===== config.mk =====
export PLATFORM = sky130hd
export DESIGN_NAME = pipelined_bus_mux
export DESIGN_NICKNAME = d
export VERILOG_FILES = /design/src/rtl/cpu_bus_pkg.sv /design/src/rtl/onehot_enc_chk.sv /design/src/rtl/pipelined_bus_mux.sv
export SDC_FILE = /design/constraint.sdc
export NUM_CORES = 1
export LEC_CHECK = 0
export BUFFER_PORTS_ARGS = -buffer_cell sky130_fd_sc_hd__buf_2
export CORE_AREA = 4 4 322 324
export DETAILED_ROUTE_END_ITERATION = 8
export DIE_AREA = 0 0 326 328
export GPL_TIMING_DRIVEN = 0
export PLACE_DENSITY = 0.37
export SETUP_SLACK_MARGIN = 0.5
export SKIP_CTS_REPAIR_TIMING = 1
export SLEW_MARGIN = 20
export SYNTH_ARGS = -nofsm -noshare
export SYNTH_HDL_FRONTEND = slang
export SYNTH_HIERARCHICAL = 1
export SYNTH_SLANG_ARGS = --single-unit
export TNS_END_PERCENT = 50

===== constraint.sdc =====
create_clock -name clk -period 1.9 [get_ports clk]
set_clock_uncertainty 0.05 [all_clocks]
set_input_delay 0.095 -clock clk [delete_from_list [all_inputs] [get_ports clk]]
set_output_delay 0.095 -clock clk [all_outputs]
set_load 0.02 [all_outputs]

===== src/rtl/cpu_bus_pkg.sv =====
// Shared bus constants: resolution modes, default geometry and the datapath's
// source ordering, so that src_oe bit positions have names.
package cpu_bus_pkg;

  localparam int BUS_MODE_REJECT   = 0;
  localparam int BUS_MODE_PRIORITY = 1;

  localparam int DATA_W_DEFAULT = 32;
  localparam int N_SRC_DEFAULT  = 24;

  localparam int SRC_R0     = 0;
  localparam int SRC_R1     = 1;
  localparam int SRC_R2     = 2;
  localparam int SRC_R3     = 3;
  localparam int SRC_R4     = 4;
  localparam int SRC_R5     = 5;
  localparam int SRC_R6     = 6;
  localparam int SRC_R7     = 7;
  localparam int SRC_R8     = 8;
  localparam int SRC_R9     = 9;
  localparam int SRC_R10    = 10;
  localparam int SRC_R11    = 11;
  localparam int SRC_R12    = 12;
  localparam int SRC_R13    = 13;
  localparam int SRC_R14    = 14;
  localparam int SRC_R15    = 15;
  localparam int SRC_HI     = 16;
  localparam int SRC_LO     = 17;
  localparam int SRC_ZHIGH  = 18;
  localparam int SRC_ZLOW   = 19;
  localparam int SRC_PC     = 20;
  localparam int SRC_MDR    = 21;
  localparam int SRC_INPORT = 22;
  localparam int SRC_CSIGN  = 23;

endpackage


===== src/rtl/onehot_enc_chk.sv =====
// Combinational encoder for an output-enable vector: returns the lowest set
// index, whether any bit is set, and whether more than one bit is set.
module onehot_enc_chk #(
  parameter int N     = 24,
  parameter int SEL_W = $clog2(N)
) (
  input  logic [N-1:0]     vec,
  output logic [SEL_W-1:0] idx,
  output logic             any,
  output logic             multi
);

  // Scan downwards so the lowest set bit is the last one written.
  always_comb begin
    idx = '0;
    for (int i = N - 1; i >= 0; i--) begin
      if (vec[i]) idx = SEL_W'(i);
    end
  end

  assign any   = |vec;
  assign multi = |(vec & (vec - N'(1)));

endmodule


===== src/rtl/pipelined_bus_mux.sv =====
// Registered N_SRC-way bus mux with multi-driver detection, bus-hold stall,
// a sticky error flag and a saturating conflict counter.
module pipelined_bus_mux
  import cpu_bus_pkg::*;
#(
  parameter int N_SRC         = N_SRC_DEFAULT,
  parameter int DATA_W        = DATA_W_DEFAULT,
  parameter int SEL_W         = $clog2(N_SRC),
  parameter int PRIORITY_MODE = BUS_MODE_REJECT,
  parameter int CNT_W         = 8
) (
  input  logic                    clk,
  input  logic                    clr,
  input  logic [N_SRC-1:0]        src_oe,
  input  logic [N_SRC*DATA_W-1:0] src_data,
  input  logic                    bus_hold,
  input  logic                    err_clr,
  output logic [DATA_W-1:0]       bus_out,
  output logic                    bus_valid,
  output logic [SEL_W-1:0]        bus_src,
  output logic                    conflict,
  output logic                    err_sticky,
  output logic [CNT_W-1:0]        conflict_cnt
);

  localparam bit REJECT = (PRIORITY_MODE == BUS_MODE_REJECT);

  logic [SEL_W-1:0]  sel_idx;
  logic              sel_any;
  logic              sel_multi;
  logic [DATA_W-1:0] sel_word;

  onehot_enc_chk #(
    .N     (N_SRC),
    .SEL_W (SEL_W)
  ) u_enc (
    .vec   (src_oe),
    .idx   (sel_idx),
    .any   (sel_any),
    .multi (sel_multi)
  );

  always_comb begin
    sel_word = '0;
    for (int i = 0; i < N_SRC; i++) begin
      if (sel_idx == SEL_W'(i)) sel_word = src_data[i*DATA_W +: DATA_W];
    end
  end

  // Bus registers; with no enable the word and index are kept (bus keeper).
  always_ff @(posedge clk or negedge clr) begin
    if (!clr) begin
      bus_out   <= '0;
      bus_valid <= 1'b0;
      bus_src   <= '0;
    end else if (!bus_hold) begin
      if (sel_multi && REJECT) begin
        bus_out   <= '0;
        bus_valid <= 1'b0;
        bus_src   <= '0;
      end else if (sel_any) begin
        bus_out   <= sel_word;
        bus_valid <= 1'b1;
        bus_src   <= sel_idx;
      end else begin
        bus_valid <= 1'b0;
      end
    end
  end

  // Diagnostics keep running through a stall; a conflict beats err_clr.
  always_ff @(posedge clk or negedge clr) begin
    if (!clr) begin
      conflict     <= 1'b0;
      err_sticky   <= 1'b0;
      conflict_cnt <= '0;
    end else begin
      conflict <= sel_multi;
      if (sel_multi) begin
        err_sticky <= 1'b1;
        if (err_clr)
          conflict_cnt <= CNT_W'(1);
        else if (conflict_cnt != '1)
          conflict_cnt <= conflict_cnt + CNT_W'(1);
      end else if (err_clr) begin
        err_sticky   <= 1'b0;
        conflict_cnt <= '0;
      end
    end
  end

endmodule


Word level (Yosys, flattened, before mapping)

Index checks and enable logic that the tools add are counted.

Flip-flop bits (word level): 48
Bits of input ports: 796
Word-level logic and storage cells: 102

Bitwise logic cells: 2
Reductions and logical operators: 8
Muxes and demuxes: 60
Eq/ne operators: 24
Add/subtract/negate cells: 2

Operators with widths:

| kind                                                                  | number |
|---|---|
| 32-bit two-way mux                                                    | 26 |
| 5-bit two-way mux                                                     | 26 |
| 24-bit OR reduction                                                   | 2 |
| 5-bit by 4-bit == test with 1-bit output (second input constant)      | 8 |
| 5-bit == test (second input constant)                                 | 8 |
| 8-bit two-way mux                                                     | 4 |
| 24-bit bitwise AND                                                    | 1 |
| 24-bit by 1-bit subtractor with 24-bit output (second input constant) | 1 |
| 5-bit by 3-bit == test with 1-bit output (second input constant)      | 4 |
| 5-bit by 2-bit == test with 1-bit output (second input constant)      | 2 |
| 8-bit by 1-bit adder with 8-bit output (second input constant)        | 1 |
| 8-bit inequality test (second input constant)                         | 1 |
| 2-bit nonzero test                                                    | 3 |
| 5-bit by 1-bit == test with 1-bit output (second input constant)      | 1 |
| 5-bit logical NOT                                                     | 1 |
| 1-bit two-way mux                                                     | 4 |
| 2-bit AND reduction                                                   | 2 |
| 1-bit inverter                                                        | 1 |

Logic depth before layout (Yosys ltp)

Gate-level depths: netlist of run 1.

Word-level depth: 51
Mapped depth: 16

Cells and area by module

Netlist of run 1, hierarchy kept.

By module, submodules not included:

| module            | area an instance (µm²) | cells each | instances |
|---|---|---|---|
| pipelined_bus_mux | 9631.7                 | 1316       | 1 |
| onehot_enc_chk    | 514.2                  | 84         | 1 |

Worst setup path after synthesis of run 1

Ideal clock, no wire load.

Path type: input to register
From: input port src_oe[15]
To: register bus_out[4]
Library setup time: 0.086 ns
Required time: 1.764 ns
Arrival: 2.976 ns
Buffers on the path: 3
Cell stages on the path: 11
Setup slack: -1.212 ns
Path through: nor4_1 -> nand4_1 -> or3_1 -> maj3_2 -> or4_1 -> o21bai_1 -> buf_2 -> buf_1 -> clkbuf_1 -> nand2_1 -> a32oi_1

Elaborated cells on any way between the ends: 72

RTL lines:

| element                                       | RTL line                | source |
|---|---|---|
| start, declared                               | pipelined_bus_mux.sv:14 | `input logic [N_SRC-1:0] src_oe,` |
| 24-bit by 1-bit subtractor with 24-bit output | onehot_enc_chk.sv:22    | `assign multi = \|(vec & (vec - N'(1)));` |
| 24-bit bitwise AND (*)                        | onehot_enc_chk.sv:22    |  |
| 24-bit OR reduction (*)                       | onehot_enc_chk.sv:22    |  |
| net sel_multi                                 | pipelined_bus_mux.sv:30 | `logic sel_multi;` |
| 2-bit nonzero test (no line)                  | -                       |  |
| 2-bit AND reduction (no line)                 | -                       |  |
| end signal, assigned                          | pipelined_bus_mux.sv:62 | `bus_out <= sel_word;` |
| end, declared                                 | pipelined_bus_mux.sv:18 | `output logic [DATA_W-1:0] bus_out,` |

Mark *: on every way through the listed nets, which the timed path passes. The rest lies on a longest branch. The select of a mux whose other input is x is not followed.
A chain may end at the register's enable or synchronous reset.

Final worst setup path of run 1

From: input port src_oe[12]
To: register bus_out[1]

Cells in the longest elaborated chain, start to end: 40
Elaborated cells on any way between the ends: 69

RTL lines:

| element                              | RTL line                | source |
|---|---|---|
| 5-bit two-way mux (*) (13 in series) | onehot_enc_chk.sv:17    | `if (vec[i]) idx = SEL_W'(i);` |
| net sel_idx[0]                       | pipelined_bus_mux.sv:28 | `logic [SEL_W-1:0] sel_idx;` |
| 5-bit logical NOT                    | pipelined_bus_mux.sv:46 | `if (sel_idx == SEL_W'(i)) sel_word = src_data[i*DATA_W +: DATA_W];` |
| 32-bit two-way mux (23 in series)    | pipelined_bus_mux.sv:46 |  |
| 32-bit two-way mux (*)               | pipelined_bus_mux.sv:46 |  |
| 32-bit two-way mux (*)               | pipelined_bus_mux.sv:61 | `end else if (sel_any) begin` |
| 32-bit two-way mux (*)               | pipelined_bus_mux.sv:57 | `if (sel_multi && REJECT) begin` |

Marks and branches as above.

==> run metrics, run 1 <==
status finished with violations; failing checks setup timing; Placed Area 0.0164 sq mm; GR Layer Usage met1 37.2%; Worst VDD drop 0.324 mV; io pins 844; initial antenna violation count 73; post-synth top area share 11.8%; CTS Buf Count 5; CP max stage cell nand4b_1; crit-path max cell delay 750 ps; Final WS setup -1660 ps; Final TNS setup -54170 ps; CP max FO 10; die area 0.107 sq mm; crit path capture bus_out[1]$_DFFE_PN0P_; power density cells 315 mW/mm^2; die span in y 328 um; Worst EP arrival 3720 ps; Vias/cell 4.80; post-synth top area cell dfrtp_1; via count 18100; clock buffer depth 2; M2 GR Usage 45.5%; Cells after Synth 1400; max-cap violation count 0; All-Layer GR Usage 27.9%; synthesized area per cell 7.25 sq um; fmax 281 MHz; Nets 3169; Clock Pin Slew Worst Setup and Hold Paths 90 ps; share of cells above drive strength 1 57.7%; DRT antenna net count 0; Tmin final 3560 ps; crit path cell chain buf_8 > or3_4 > a211oi_4 > o41ai_2 > a221oi_2 > clkbuf_8 > or2_4 > buf_12 > nor2_2 > a22oi_1 > nand2_2 > nand4b_1 > a221o_1; Root Buffer clkbuf_16; endpoints failing hold 0; fin area 0.0200 sq mm; Pwr Total 6.28 mW; r2r setup slk 90 ps; Area growth syn-to-layout 96.7%; crit share post-route 187%; H-tree depth 2; met3 Use GR 6.08%; most numerous cell in the Yosys netlist nor2_1; GRT busiest layer met2; unrepaired setup endpoints after global routing yes; RR Endpoint conflict_cnt[5]$_DFFE_PN0P_; CP startpoint kind input port; unique cell type count in the Yosys netlist 102; vias in the first global route 17600; Post-synth EDFFs 0; worst hold path class in2reg; Non-Filler Instances 3764; sequential-to-total area share from yosys stat 11.8%; Reg2Reg Depth 6; Pre-antenna DRT Iters 6; DRC 0; DP HPWL 130000 um; DIE WIDTH 326 um; Final GP Congestion 0.923; worst slack, placed -3690 ps; drt wl/cell 42.2 um; Critical Path RT 2060 ps; DRT iter0 DRCs 1632; # fillers 11600; Buffers & Inverters on Critical Path 3; Cell Area, Synth 0.0101 sq mm; stages on the worst setup path 13; CP Launch Point src_oe[12]; dpl cells 3622; Post-synth top flop dfrtp_1; top post-synthesis cells by count 158 x nor2_1, 139 x o21ai_0, 126 x a21oi_1; core footprint 0.101 sq mm; synth warn 6; Sink Count 48; Net Count, Synth 2197; Crit Path Category in2reg; FF+latch count, synth 48; FP Rows 117; Final Slew Violations 0; Critical R2R Launch conflict_cnt[2]$_DFFE_PN0P_; kind of end point of the critical path flip-flop; Final Core Density 19.7%; drt total wl 159000 um; global-route wire length before repair 193000 um; leak pwr 8.48 nW; Initial Util 10.0%; Final Hold Slack 0.496 ps; relative slew slack 40.4%; Final Setup Violations 48; gr ovfl total 0; Worst Tran Pin Value 894 ps; largest cells by area after synthesis dfrtp_1 12%, o21ai_0 6.9%, a21oi_1 6.2%; Post-synth ARST share 100%; CTS tree yes; CP delay by family, top simple AND/OR/NAND/NOR gates; pin count of the biggest net entering global routing 32; port bufs 842; clk_lat worst skew 330 ps
how the worst min path moves through the flow:
stage                     depth (start not counted)  slack [ps]                 endpoint          start
final                                             3         0.5   bus_out[6]$_DFFE_PN0P_  src_data[550]
after global routing                              3          30   bus_out[6]$_DFFE_PN0P_  src_data[550]
after CTS                                         1        -410  bus_out[10]$_DFFE_PN0P_            clr
after detailed placement                          1         -20  bus_out[10]$_DFFE_PN0P_            clr
after global placement                            3         320   bus_out[3]$_DFFE_PN0P_  src_data[739]
after floorplan                                   0        -250   bus_out[0]$_DFFE_PN0P_            clr
metal layers:
metal  up-vias  wire length (um)  part of all wire [%]
li1       7550                 -                     -
met1      8962             69300                    44
met2      1224             72400                    46
met3       279             11800                   7.4
met4        48              5020                   3.2
met5         -               317                  0.20
cell type report:
cell class | instances | area (sq um) | area share, %
Multi-Input combinational cell | 1187 | 9340 | 46.8
Timing Repair Buffer | 965 | 5630 | 28.2
Buffer | 139 | 1740 | 8.71
Tap cell | 1368 | 1710 | 8.58
Sequential cell | 48 | 1200 | 6.02
Clock buffer | 5 | 125 | 0.627
Inverter | 26 | 106 | 0.533
Antenna cell | 23 | 57.6 | 0.288
Clock inverter | 3 | 46.3 | 0.232
flip-flops by register name, indices dropped and copies added (netlist names):
name / count
bus_valid: 1
conflict: 1
err_sticky: 1
bus_out: 32
bus_src: 5
conflict_cnt: 8
cells by family after synthesis:
family / count (synthesis) / synth area share, %
compound gates: 642 / 43.8
xor+xnor: 5 / 0.432
fa+ha+maj: 3 / 0.333
buf+inv: 165 / 9.89
flops: 48 / 11.8
mux: 77 / 10.5
simple gates: 460 / 23.3
where the power goes:
part / leakage (nW) / total, mW / switching, mW / internal (mW)
Clock: 0.0806 / 1.22 / 0.586 / 0.632
Sequential: 0.655 / 1.04 / 0.0129 / 1.03
Combinational: 7.75 / 4.02 / 2.36 / 1.65
worst reg2reg max path, cell delays in order, from the launching register on:
cell and delay (ps):
dfrtp_1 470, and4_1 300, a41oi_4 290, and3_4 250
nand4_1 110, xor2_1 170, nor2_1 50
layout by cell type, fill, tap and decap left out, drive strengths merged, types with 8 or more instances in the layout:
| cell type | instances |
|---|---|
| nor2b | 12 |
| dfrtp | 48 |
| nor3 | 29 |
| and3 | 12 |
| o21ai | 147 |
| a32oi | 8 |
| o2bb2ai | 24 |
| o211ai | 19 |
| nand2 | 117 |
| o311ai | 8 |
| a221oi | 50 |
| mux2 | 20 |
| o31ai | 12 |
| diode | 23 |
| inv | 26 |
| mux4 | 21 |
| a31oi | 19 |
| nand2b | 13 |
| a22oi | 55 |
| a21oi | 126 |
| a32o | 8 |
| nand3 | 26 |
| o22ai | 21 |
| o221ai | 22 |
| nor2 | 169 |
| a22o | 11 |
| or3 | 10 |
| a211oi | 18 |
| a221o | 12 |
| buf | 1069 |
| nor4 | 14 |
| a2bb2oi | 9 |
| a222oi | 14 |
| o31a | 8 |
| clkbuf | 38 |
| nand4 | 8 |
| mux2i | 36 |
No activity file was read; power rests on OpenSTA's default activity.
==> inputs of run 2 (changes only) <==
- REMOVE_ABC_BUFFERS: not set -> 1
==> run 2 against run 1 <==
  * Non-clock buffer count fell by 20
  * Power shrank 7.0%
  * Core utilization barely moved
  * Worst hold slack improved by 16 ps
  * Flip-flop and latch count unchanged
  * Register-to-register slack improved by 40 ps
  * Critical endpoint unchanged
  * The flow still finishes with violations (setup timing)
  * Via count fell by 4.4%
  * Highest routed layer unchanged
  * Combinational power decreased by 10%
  * Final cell count shrank 0.85%
==> run metrics, run 2 (synthesized netlist as in run 1, its figures left out) <==
endpoints failing hold 0 (unchanged); Reg2Reg Depth 6 (unchanged); H-tree depth 2 (unchanged); top flop regs bus_out: 32 flops, conflict_cnt: 8 flops, bus_src: 5 flops; DP HPWL 102000 um (-21%); Placed Area 0.0168 sq mm (+2.5%); share of total power in the clock network 20.1% (+0.7 points); sequential share of power 17.8% (+1.2 points); io pins 844 (unchanged); drt wl/cell 34.1 um (-19%); core footprint 0.101 sq mm (unchanged); CP max FO 21 (+11); drt total wl 127000 um (-20%); Int Pwr 3.33 mW (+0.52%); DRC 0 (unchanged); Pre-antenna DRT Iters 5 (-1); Critical R2R Launch conflict_cnt[2]$_DFFE_PN0P_; Final Core Density 19.7% (about the same); max reg flops 32 (unchanged); port bufs 843 (+0.12%); share of cells above drive strength 1 57.1% (-0.64 points); CTS Buf Count 5 (unchanged); die span in y 328 um (unchanged); Crit Path Category in2reg; Root Buffer clkbuf_16; hold endpoint bus_out[25]$_DFFE_PN0P_; FP Rows 117 (unchanged); most common cell after layout, fill and taps aside buf_2; fmax 250 MHz (-11%); most repeated library cell on the critical path buf_16; Final GP Congestion 0.862 (-6.6%); most frequent cells in the layout 835 x buf_2, 142 x nor2_1, 125 x buf_4; worst hold path class in2reg; switch share 42.9% (-4.3 points); RR Endpoint conflict_cnt[5]$_DFFE_PN0P_; Worst Tran Pin Value 1010 ps (+113 ps); leak pwr 8.51 nW (+0.30%); unrepaired setup endpoints after global routing yes; Final Slew Violations 0 (unchanged); power density cells 293 mW/mm^2 (-7.0%); die area 0.107 sq mm (unchanged); status finished with violations; Top reg by flops bus_out; Vias/cell 4.63 (-3.6%); crit share post-route 210% (+23 points); Logic pwr share 62.1% (-1.9 points); hold_sp src_data[697]; crit path cell chain buf_2 > nor3_4 > nand2b_1 > o21ai_0 > nand2_1 > a31oi_4 > clkbuf_16 > buf_16 > buf_16 > mux2i_2 > o22ai_1 > a222oi_1 > a21boi_2 > nand4b_1 > a221o_1; initial antenna violation count 53 (-27%); Final Setup Violations 48 (unchanged); Worst EP arrival 4140 ps (+420 ps); Clock Pin Slew Worst Setup and Hold Paths 90 ps (about the same); CTS tree yes; fin area 0.0199 sq mm (about the same); Final Hold Slack 16.2 ps (+15.7 ps); global-route wire length before repair 157000 um (-19%); gr ovfl total 0 (unchanged); Final WS setup -2100 ps (-439 ps); relative slew slack 32.8% (-7.6 points); DIE WIDTH 326 um (unchanged); failing checks setup timing; Area growth syn-to-layout 96.5% (about the same); r2r setup slk 130 ps (+40 ps); worst slack, placed -3580 ps (+109 ps); CP startpoint kind input port; Critical Path RT 2040 ps (-20 ps); crit-path max cell delay 500 ps (-250 ps); Nets 3152 (-0.54%); Switching Power 2.50 mW (-16%); kind of end point of the critical path flip-flop; DRT antenna net count 0 (unchanged); DRT iter0 DRCs 1485 (-9.0%); All-Layer GR Usage 21.7% (-6.2 points); Sink Count 48 (unchanged); Tmin final 4000 ps (+439 ps); Worst VDD drop 0.314 mV (-3.2%); CP max stage cell a222oi_1; max-cap violation count 0 (unchanged); vias in the first global route 16800 (-4.8%); via count 17300 (-4.4%); hold path depth 3 (unchanged); clk_lat worst skew 320 ps (about the same); pin count of the biggest net entering global routing 35 (+9.4%); Initial Util 10.0% (unchanged); clock buffer depth 2 (unchanged)
==> run 2: cell types whose count changed in the layout (fill, tap and decap cells not counted), moves of 13 or more <==
cell      change
buf_4        +27
o21ai_0      +13
buf_6        -20
clkbuf_4     -16
buf_16       +14
diode_2      -15
==> run 2: per-layer routing <==
layer,routed length [um],global-route usage [%]
met4,4130,6.49
met5,41,0
met1,55600,29.7
met2,57000,34.4
met3,10300,4.14
==> run 2: final cells by class <==
cell class	count	area (sq um)
Antenna cell	8	20.0
Fill cell	11600	81200
Clock inverter	3	47.5
Sequential cell	48	1200
Multi-Input combinational cell	1190	9310
Clock buffer	5	125
Inverter	26	108
Timing Repair Buffer	1084	7420
Tap cell	1368	1710
==> run 2: power groups by stage <==
stage	clock network, mW	logic, mW	registers, mW
floorplan	0	1.10	1.07
detailed placement	0	3.01	1.06
global placement	0	2.93	1.06
finish	1.17	3.62	1.04
CTS	1.22	3.02	1.04
global route	1.25	3.84	1.04
==> run 2: critical path: cells and delay by family <==
| kind | cells | cell delay [ps] |
|---|---|---|
| AOI/OAI and AO/OA | 6 | 1860 |
| muxes | 1 | 420 |
| and+or+nand+nor | 4 | 900 |
| buffers and inverters | 4 | 790 |
==> run 2: worst max path at each step <==
stage / startpoint / end / depth (start not counted)
2_1_floorplan: src_oe[10] / bus_out[10]$_DFFE_PN0P_ / 9
3_3_place_gp: src_oe[10] / bus_out[0]$_DFFE_PN0P_ / 11
3_5_place_dp: src_oe[10] / bus_out[25]$_DFFE_PN0P_ / 14
4_1_cts: src_oe[10] / bus_out[25]$_DFFE_PN0P_ / 14
5_1_grt: src_oe[10] / bus_out[26]$_DFFE_PN0P_ / 16
6_report: src_oe[16] / bus_out[1]$_DFFE_PN0P_ / 15
==> run 2: through the flow <==
stage | power [mW] | TNS (ps) | instances
floorplan | 2.17 | -589030 | 1261
finish | 5.83 | -61180 | 3732
detailed placement | 4.07 | -125920 | 3548
CTS | 5.29 | -109730 | 3556
global placement | 3.99 | -1465390 | 3472
global route | 6.13 | -64840 | 3727
